$ cat config.mk
export PLATFORM = sky130hd
export DESIGN_NAME = capture_unit
export DESIGN_NICKNAME = d
export VERILOG_FILES = /design/src/rtl/capture_unit.sv
export SDC_FILE = /design/constraint.sdc
export NUM_CORES = 1
export LEC_CHECK = 0
export CORE_AREA = 10 10 140 142
export DETAILED_ROUTE_END_ITERATION = 10
export DIE_AREA = 0 0 150 152
export GPL_TIMING_DRIVEN = 1
export PLACE_DENSITY = 0.72
export SYNTH_ARGS = -nofsm -noshare
export SYNTH_HDL_FRONTEND = slang
export SYNTH_SLANG_ARGS = --single-unit
$ cat constraint.sdc
create_clock -name i_clk -period 6.3 [get_ports i_clk]
set_input_delay 1.26 -clock i_clk [delete_from_list [all_inputs] [get_ports i_clk]]
set_output_delay 1.26 -clock i_clk [all_outputs]
set_load 0.02 [all_outputs]
$ cat src/rtl/capture_unit.sv
// ---------------------------------------------------------------------------
// capture_unit
//   Receive-side serial capture engine. Samples a serial bit stream on a
//   single-cycle strobe while the frame qualifier is high. It packs the bits
//   MSB-first into WORD_W-bit words and hands each finished word to a BRAM
//   write path over a valid/ready handshake. A capture stops after a
//   programmed number of words, or when the frame ends. A partially built
//   word is then flushed left-aligned.
//
// Ports
//   i_clk           system clock, rising edge
//   i_reset         synchronous active-high reset
//   i_enable        level; rising edge arms a capture, low aborts it
//   i_capture_num   words to capture, latched when a capture is armed
//   i_sample_strobe one-clk pulse per bit period
//   i_d_in          serial data bit
//   i_d_enable      frame-active qualifier
//   o_write_data    packed word, left-aligned
//   o_write_valid   o_write_data holds a word
//   i_write_ready   sink accepts the word this cycle
//   o_last_bits     valid bits in o_write_data (WORD_W for a full word)
//   o_word_count    words transferred since arm (saturating)
//   o_complete      capture finished; held until i_enable is low
//   o_overflow      sticky; a completed word was dropped
// ---------------------------------------------------------------------------
module capture_unit #(
   parameter int WORD_W = 32,
   parameter int CNT_W  = 16
) (
   input  logic              i_clk,
   input  logic              i_reset,
   input  logic              i_enable,
   input  logic [CNT_W-1:0]  i_capture_num,
   input  logic              i_sample_strobe,
   input  logic              i_d_in,
   input  logic              i_d_enable,
   output logic [WORD_W-1:0] o_write_data,
   output logic              o_write_valid,
   input  logic              i_write_ready,
   output logic [5:0]        o_last_bits,
   output logic [CNT_W-1:0]  o_word_count,
   output logic              o_complete,
   output logic              o_overflow
);

   localparam int BIT_W = $clog2(WORD_W);

   typedef enum logic [2:0] {
      ST_IDLE    = 3'd0,
      ST_ARMED   = 3'd1,
      ST_CAPTURE = 3'd2,
      ST_FLUSH   = 3'd3,
      ST_DRAIN   = 3'd4,
      ST_DONE    = 3'd5
   } state_t;

   state_t              r_state;
   state_t              w_next_state;

   logic                r_enable_q;
   logic [CNT_W-1:0]    r_cap_num;
   logic [WORD_W-1:0]   r_shift;
   logic [BIT_W-1:0]    r_bit_cnt;
   logic [WORD_W-1:0]   r_hold_data;
   logic                r_hold_valid;
   logic [5:0]          r_last_bits;
   logic [CNT_W-1:0]    r_word_count;
   logic                r_complete;
   logic                r_overflow;

   logic                w_arm;
   logic                w_abort;
   logic                w_transfer;
   logic [CNT_W-1:0]    w_wc_inc;
   logic                w_limit_hit;
   logic [BIT_W:0]      w_flush_sh;
   logic [WORD_W-1:0]   w_flush_data;
   logic                w_sample;
   logic                w_word_done;
   logic                w_load_full;
   logic                w_load_flush;
   logic                w_drop;
   logic                w_complete_nxt;

   // Arming only happens from IDLE; any active state drops to IDLE when enable is low.
   assign w_arm        = (r_state == ST_IDLE) & i_enable & ~r_enable_q;
   assign w_abort      = (r_state != ST_IDLE) & ~i_enable;
   assign w_transfer   = r_hold_valid & i_write_ready;
   // Saturating increment so the counter never wraps back to zero.
   assign w_wc_inc     = (r_word_count == {CNT_W{1'b1}}) ? r_word_count
                                                         : r_word_count + {{(CNT_W-1){1'b0}}, 1'b1};
   // The transfer that brings the count up to the programmed limit ends the capture.
   assign w_limit_hit  = w_transfer & (w_wc_inc >= r_cap_num);
   // The partial word sits in the low bits of the shift register; move it to the top.
   assign w_flush_sh   = (BIT_W+1)'(WORD_W) - {1'b0, r_bit_cnt};
   assign w_flush_data = r_shift << w_flush_sh;

   assign o_write_data  = r_hold_data;
   assign o_write_valid = r_hold_valid;
   assign o_last_bits   = r_last_bits;
   assign o_word_count  = r_word_count;
   assign o_complete    = r_complete;
   assign o_overflow    = r_overflow;

   // State register.
   always_ff @(posedge i_clk) begin
      if (i_reset) begin
         r_state <= ST_IDLE;
      end else begin
         r_state <= w_next_state;
      end
   end

   // Next-state decode.
   always_comb begin
      w_next_state = r_state;
      if (w_abort) begin
         w_next_state = ST_IDLE;
      end else begin
         case (r_state)
            ST_IDLE: begin
               if (w_arm) begin
                  w_next_state = (i_capture_num == {CNT_W{1'b0}}) ? ST_DONE : ST_ARMED;
               end else begin
                  w_next_state = ST_IDLE;
               end
            end
            ST_ARMED: begin
               if (i_d_enable) begin
                  w_next_state = ST_CAPTURE;
               end else begin
                  w_next_state = ST_ARMED;
               end
            end
            ST_CAPTURE: begin
               if (w_limit_hit) begin
                  w_next_state = ST_DONE;
               end else if (!i_d_enable) begin
                  w_next_state = (r_bit_cnt != {BIT_W{1'b0}}) ? ST_FLUSH : ST_DRAIN;
               end else begin
                  w_next_state = ST_CAPTURE;
               end
            end
            ST_FLUSH: begin
               if (w_limit_hit) begin
                  w_next_state = ST_DONE;
               end else if (!r_hold_valid || w_transfer) begin
                  w_next_state = ST_DRAIN;
               end else begin
                  w_next_state = ST_FLUSH;
               end
            end
            ST_DRAIN: begin
               if (!r_hold_valid) begin
                  w_next_state = ST_DONE;
               end else begin
                  w_next_state = ST_DRAIN;
               end
            end
            ST_DONE: begin
               w_next_state = ST_DONE;
            end
            default: begin
               w_next_state = ST_IDLE;
            end
         endcase
      end
   end

   // Datapath controls derived from the current state.
   always_comb begin
      w_sample       = 1'b0;
      w_word_done    = 1'b0;
      w_load_full    = 1'b0;
      w_load_flush   = 1'b0;
      w_drop         = 1'b0;
      w_complete_nxt = 1'b0;
      case (r_state)
         ST_CAPTURE: begin
            w_sample    = i_enable & i_sample_strobe & i_d_enable;
            w_word_done = w_sample & (r_bit_cnt == BIT_W'(WORD_W - 1));
            if (w_word_done) begin
               // Once the limit is reached, the rest of the stream is ignored.
               if (w_limit_hit) begin
                  w_load_full = 1'b0;
               end else if (r_hold_valid && !w_transfer) begin
                  w_drop = 1'b1;
               end else begin
                  w_load_full = 1'b1;
               end
            end else begin
               w_load_full = 1'b0;
            end
         end
         ST_FLUSH: begin
            if (i_enable && !w_limit_hit && (!r_hold_valid || w_transfer)) begin
               w_load_flush = 1'b1;
            end else begin
               w_load_flush = 1'b0;
            end
         end
         ST_DONE: begin
            w_complete_nxt = i_enable;
         end
         default: begin
            w_sample = 1'b0;
         end
      endcase
   end

   // Enable history for rising-edge detection.
   always_ff @(posedge i_clk) begin
      if (i_reset) begin
         r_enable_q <= 1'b0;
      end else begin
         r_enable_q <= i_enable;
      end
   end

   // Shift register and bit counter; the counter wraps to zero on the last bit of a word.
   always_ff @(posedge i_clk) begin
      if (i_reset) begin
         r_shift   <= {WORD_W{1'b0}};
         r_bit_cnt <= {BIT_W{1'b0}};
      end else if (w_abort || w_arm || w_load_flush) begin
         r_shift   <= {WORD_W{1'b0}};
         r_bit_cnt <= {BIT_W{1'b0}};
      end else if (w_sample) begin
         r_shift   <= {r_shift[WORD_W-2:0], i_d_in};
         r_bit_cnt <= r_bit_cnt + {{(BIT_W-1){1'b0}}, 1'b1};
      end
   end

   // Holding register. A new word may replace one that transfers on the same edge.
   always_ff @(posedge i_clk) begin
      if (i_reset) begin
         r_hold_data  <= {WORD_W{1'b0}};
         r_hold_valid <= 1'b0;
         r_last_bits  <= 6'd0;
      end else if (w_abort) begin
         r_hold_valid <= 1'b0;
      end else if (w_load_full) begin
         r_hold_data  <= {r_shift[WORD_W-2:0], i_d_in};
         r_hold_valid <= 1'b1;
         r_last_bits  <= 6'(WORD_W);
      end else if (w_load_flush) begin
         r_hold_data  <= w_flush_data;
         r_hold_valid <= 1'b1;
         r_last_bits  <= 6'(r_bit_cnt);
      end else if (w_transfer) begin
         r_hold_valid <= 1'b0;
      end
   end

   // Word limit, transfer count and overflow flag. Abort leaves the count and flag visible.
   always_ff @(posedge i_clk) begin
      if (i_reset) begin
         r_cap_num    <= {CNT_W{1'b0}};
         r_word_count <= {CNT_W{1'b0}};
         r_overflow   <= 1'b0;
      end else if (w_arm) begin
         r_cap_num    <= i_capture_num;
         r_word_count <= {CNT_W{1'b0}};
         r_overflow   <= 1'b0;
      end else if (!w_abort) begin
         if (w_transfer) begin
            r_word_count <= w_wc_inc;
         end
         if (w_drop) begin
            r_overflow <= 1'b1;
         end
      end
   end

   // Completion flag, registered from the DONE state.
   always_ff @(posedge i_clk) begin
      if (i_reset) begin
         r_complete <= 1'b0;
      end else begin
         r_complete <= w_complete_nxt;
      end
   end

endmodule

# Word level (Yosys, flattened, before mapping)
# Cells that the tools add are included.
[totals]
ff_bits = 114
latch_bits = 0
ram_bits = 0
mem_bits_ro = 0
n_memories = 0
[op_classes]
add_sub_neg = 3
mul = 0
div = 0
magnitude_cmp = 1
n_eq_ne = 7
shifts = 1
n_mux = 29
bitwise_logic = 12
n_reduce_logical = 22
[ops]
columns = ["cell", "n"]
rows = [
  ["$mux 32", 2],
  ["$shl 32x6->32", 1],
  ["$mux 3", 7],
  ["$pmux 3 s6", 1],
  ["$add 16x1->16 const B", 1],
  ["$eq 16x16->1 const B", 1],
  ["$ge 16x16->1", 1],
  ["$logic_not 16->1", 1],
  ["$mux 16", 1],
  ["$mux 1", 15],
  ["$mux 6", 2],
  ["$and 1x1->1", 8],
  ["$reduce_or 2->1", 4],
  ["$eq 3x2->1 const B", 2],
  ["$eq 3x3->1 const B", 2],
  ["$reduce_and 2->1", 3],
  ["$reduce_bool 3->1", 2],
  ["$sub 6x5->6 const A", 1],
  ["$add 5x1->5 const B", 1],
  ["$eq 5x5->1 const B", 1],
  ["$reduce_bool 5->1", 1],
  ["$not 1->1", 4],
  ["$eq 3x1->1 const B", 1],
  ["$logic_and 1x1->1", 3],
  ["5 further kinds", 9],
]

# Longest topological paths before layout
[logic_depth]
ltp_word = 11
depth_mapped = 16
ltp_nobuf = 14

# Least setup slack after synthesis
# OpenSTA, ideal clock, no wires.
[synth_path]
kind = "reg-to-reg"
start = "register r_word_count[4], in the netlist o_word_count[4]"
end = "register r_hold_data[7], in the netlist o_write_data[7]"
arrival_time_ns = 3.791
required_ns = 6.212
slack_ns = 2.421
stages_incl_launch_ff = 15
path_buffers = 2
period_less_slack_ns = 3.879
cell_sequence = "dfxtp_1 clkbuf_1 nand3_1 nor4_1 nand3_1 nor2_1 mux2i_1 ha_1 nand4_1 nor3_1 a211oi_1 a41oi_2 buf_6 or4_4 a311oi_2"
[synth_via]
elab_chain_len = 11
word_cells_on_any_way = 16
[synth_lines]
columns = ["item", "line", "source"]
rows = [
  ["start: declaration", "67", "logic [CNT_W-1:0] r_word_count;"],
  ["start signal: assignment", "259", "r_word_count <= {CNT_W{1'b0}};"],
  ["start signal: assignment", "263", "r_word_count <= {CNT_W{1'b0}};"],
  ["start signal: assignment", "267", "r_word_count <= w_wc_inc;"],
  ["$add 16x1->16 / $eq 16x16->1 (equally long branches)", "91, 90", ""],
  ["$mux 16 (*)", "90", "assign w_wc_inc = (r_word_count == {CNT_W{1'b1}}) ? r_word_count"],
  ["via w_wc_inc[15]", "74", "logic [CNT_W-1:0] w_wc_inc;"],
  ["$ge 16x16->1 (*)", "93", "assign w_limit_hit = w_transfer & (w_wc_inc >= r_cap_num);"],
  ["$and 1x1->1 (*)", "93", ""],
  ["$logic_not 1->1", "196", "if (i_enable && !w_limit_hit && (!r_hold_valid || w_transfer)) begin"],
  ["$logic_and 1x1->1 (2 in series)", "196", ""],
  ["$mux 1", "196", ""],
  ["$mux 1", "178", "case (r_state)"],
  ["$reduce_bool 2->1 (no line)", "n/a", ""],
  ["$reduce_and 2->1 (no line)", "n/a", ""],
  ["end signal: assignment", "237", "r_hold_data <= {WORD_W{1'b0}};"],
  ["end signal: assignment", "243", "r_hold_data <= {r_shift[WORD_W-2:0], i_d_in};"],
  ["end signal: assignment", "247", "r_hold_data <= w_flush_data;"],
  ["end: declaration", "64", "logic [WORD_W-1:0] r_hold_data;"],
]
# The timed path passes the listed nets; every way through them passes the cells marked *.
# A chain may end at the register's enable or synchronous reset.

# Final worst setup path
[layout_path]
start = "register r_word_count[0], in the netlist o_word_count[0]"
end = "register r_hold_data[28], in the netlist o_write_data[28]"
# Same word-level chain as after synthesis.

==> results.py <==
metrics = {
    "outcome": {
        "status": "complete, no violations",
    },
    "yosys": {
        "syn_area_mm2": 0.00742,
        "ys.flop_type": "dfxtp_1",
        "synth_edf_count": 0,
        "synth_nets": 926,
        "yosysMostFrequentCell": "nand2_1",
        "synth_warnings": 0,
        "synthTopCellsByArea": "dfxtp_1 31%, mux4_2 7.6%, nand2_1 7.4%",
        "ys_ff_latch": 114,
        "yosys.area.top_type": "dfxtp_1",
        "synthCells": 882,
        "yosys-top-cells-count": "147 x nand2_1, 114 x dfxtp_1, 75 x a21oi_1",
        "synth_area_per_cell_um2": 8.41,
        "yosysSeqAreaShare_pct": 30.8,
        "synth_top_area_share_pct": 30.8,
        "synth_cell_types": 67,
        "async_flop_share_pct": 0,
    },
    "final_layout": {
        "drive_above_1_share_pct": 11.3,
        "seq_area_mm2": 0.00228,
        "area_delta_synth_final_pct": 19.3,
        "multi_input_area_mm2": 0.00471,
        "nFillCells": 1602,
        "nets": 965,
        "n_antenna_cell": 0,
    },
    "routing": {
        "vias": 6935,
        "first_pass_iters": 6,
        "wl_met3_mm": 1.52,
        "drt-initial-drc-count": 579,
        "top_layer": "met4",
        "routed-wl-met2_mm": 10.9,
        "wl_mm": 22.5,
        "avgRoutedWirePerCell_um": 19.4,
        "ant_nets": 0,
        "routed_via_density": 5.98,
        "drc": 0,
        "wl_met1_mm": 9.54,
    },
    "clock_tree": {
        "root_buffer": "clkbuf_16",
        "cts_tree": "built",
        "htreeDepth": 4,
        "cts_buffers": 17,
        "insertion_delay_ns": 0.43,
        "cts.repair_timing.setup_buffer_count": 0,
        "post_cts_resized": 0,
        "cts_buffer_depth": 2,
        "clk_pin_slew_ns": 0.06,
        "cts_hold_buffers": 0,
        "clock-sinks": 114,
    },
    "floorplan": {
        "start_util_pct": 43.8,
        "core.rowCount": 48,
        "die_area_mm2": 0.0228,
        "core_mm2": 0.0169,
        "pin_count": 80,
        "die_height_um": 152,
        "dieWidth_um": 150,
    },
    "grt": {
        "grt_pass1_wl_mm": 35.7,
        "grt_start_max_net_pins": 51,
        "antenna_found_initial": 0,
        "grtUsageTotal_pct": 19.3,
        "grt_pass1_vias": 6591,
        "grt-ovfl-total": 0,
    },
    "timing": {
        "finalHoldViolCount": 0,
        "fin_crit_sh_pct": 78.4,
        "holdWs_ns": 0.453,
        "setup_viol": 0,
        "slew_headroom_pct": 23.3,
        "period_needed_ns": 4.94,
        "fin_skew_ns": 0.00829,
        "rsz0062_at_grt": "no",
        "worstMarginPinSlew_ns": 1.15,
        "finalSetupTns_ns": 0,
        "worst_slack_ns": 1.36,
        "slew_viol_final": 0,
        "fmax_mhz": 202,
    },
    "critical_path": {
        "crit_path_end_kind": "flop",
        "worst-r2r-setup-slack_ns": 1.36,
        "crit_type": "reg -> reg",
        "cp-start-kind": "flop",
        "critPathMaxFanout": 34,
        "arrival_ns": 5.25,
        "required_ns": 6.61,
    },
    "power_and_ir_drop": {
        "ir_drop_mv": 0.192,
        "p_leak_uw": 0.00303,
        "p_per_area_mw_per_mm2": 213,
    },
    "placed_design": {
        "place_ws_ns": 1.45,
        "portBuffers": 79,
        "dp_hpwl_mm": 16.0,
        "gp_congestion": 0.973,
    },
    "min_path": {
        "min_path_type": "reg -> reg",
    },
    "job": {
        "maxCapViolations": 0,
    },
}
final cells by class:
cell class	count	area share, %
Tap cell	225	3.18
Clock inverter	14	2.29
Multi-Input combinational cell	678	53.2
Inverter	21	0.890
Sequential cell	114	25.8
Timing Repair Buffer	89	9.72
Clock buffer	18	4.96
power breakdown:
part           total, uW  internal [uW]  switching, uW
logic               95.7           33.9           61.8
registers            737            730           6.81
clock network       1050            677            376
total               1890           1440            445
critical path: stages, from the launching register on:
cell	delay, ns
dfxtp_1	0.44
ha_1	0.26
nand3_1	0.18
nor3_1	0.43
nand2_1	0.28
nand2b_1	0.17
nor2_1	0.06
xor2_1	0.16
ha_1	0.32
a21oi_1	0.12
o21ai_0	0.11
a211oi_1	0.51
a41o_1	0.25
buf_4	0.32
nand2_1	0.72
o311ai_1	0.49
cell families (layout without fill, tap and decap cells):
kind of cell / after synthesis / count (layout) / share of synthesized area [%]
simple gates: 325 / 325 / 20.4
xor+xnor: 25 / 25 / 3.20
mux: 96 / 96 / 17.6
compound gates: 211 / 211 / 18.4
flops: 114 / 114 / 30.8
buf+inv: 90 / 142 / 6.17
fa+ha+maj: 21 / 21 / 3.54
registers in the layout, indices dropped and copies added, names as in the netlist:
register and flops:
o_word_count 16, o_write_valid 1, r_bit_cnt 5, o_complete 1, o_last_bits 6, o_write_data 32, r_enable_q 1, o_overflow 1
r_state 3, r_shift 32, r_cap_num 16
metal layers:
layer,up-vias,global-route usage (%)
met5,-,0
met4,0,6.48
met3,34,3.92
met2,240,31.3
met1,3337,24.7
li1,3324,-
cell usage in the layout, fill, tap and decap left out, types with 3 or more instances in the layout:
cell type and n:
nor3_1 26, nor4_1 6, nand4_1 23, o21ai_0 43, a31oi_1 10, ha_1 20
a21oi_1 75, inv_6 4, clkinvlp_4 4, a211oi_1 7, nor3b_1 4, o21ai_1 4
o221ai_1 7, mux2_2 21, o211ai_1 10, clkbuf_16 17, o22ai_1 4, o32ai_1 4
xor2_1 15, nor2b_1 10, or4_1 3, mux2i_1 49, xnor2_1 8, nor2_1 50
dfxtp_1 113, nand2_1 147, a211o_1 3, mux4_2 25, a311oi_1 20, inv_1 20
buf_4 10, and3_1 6, nand2b_1 6, nand3_1 29, clkdlybuf4s50_1 78, bufinv_16 4
and2_1 4
path summary, 6_finish.rpt:
check,startpoint,depth (start not counted),endpoint
worst min-delay path,r_cap_num[14],2,r_cap_num[14]
worst min register to register,r_cap_num[14],2,r_cap_num[14]
worst max register to register,o_word_count[0],15,o_write_data[28]
worst max-delay path,o_word_count[0],15,o_write_data[28]
through the flow:
| stage | total power [uW] | instances | util, % | instance area (um^2) |
|---|---|---|---|---|
| 2_1_floorplan | 814 | 882 | - | 7420 |
| 3_3_place_gp | 846 | 1127 | 48.5 | 8210 |
| 3_5_place_dp | 848 | 1127 | 48.5 | 8210 |
| 4_1_cts | 1900 | 1159 | 52.3 | 8860 |
| 5_1_grt | 1940 | 1159 | 52.3 | 8860 |
| 6_report | 1890 | 1159 | 52.3 | 8860 |
Note: power is estimated with default switching activity, not from simulation.
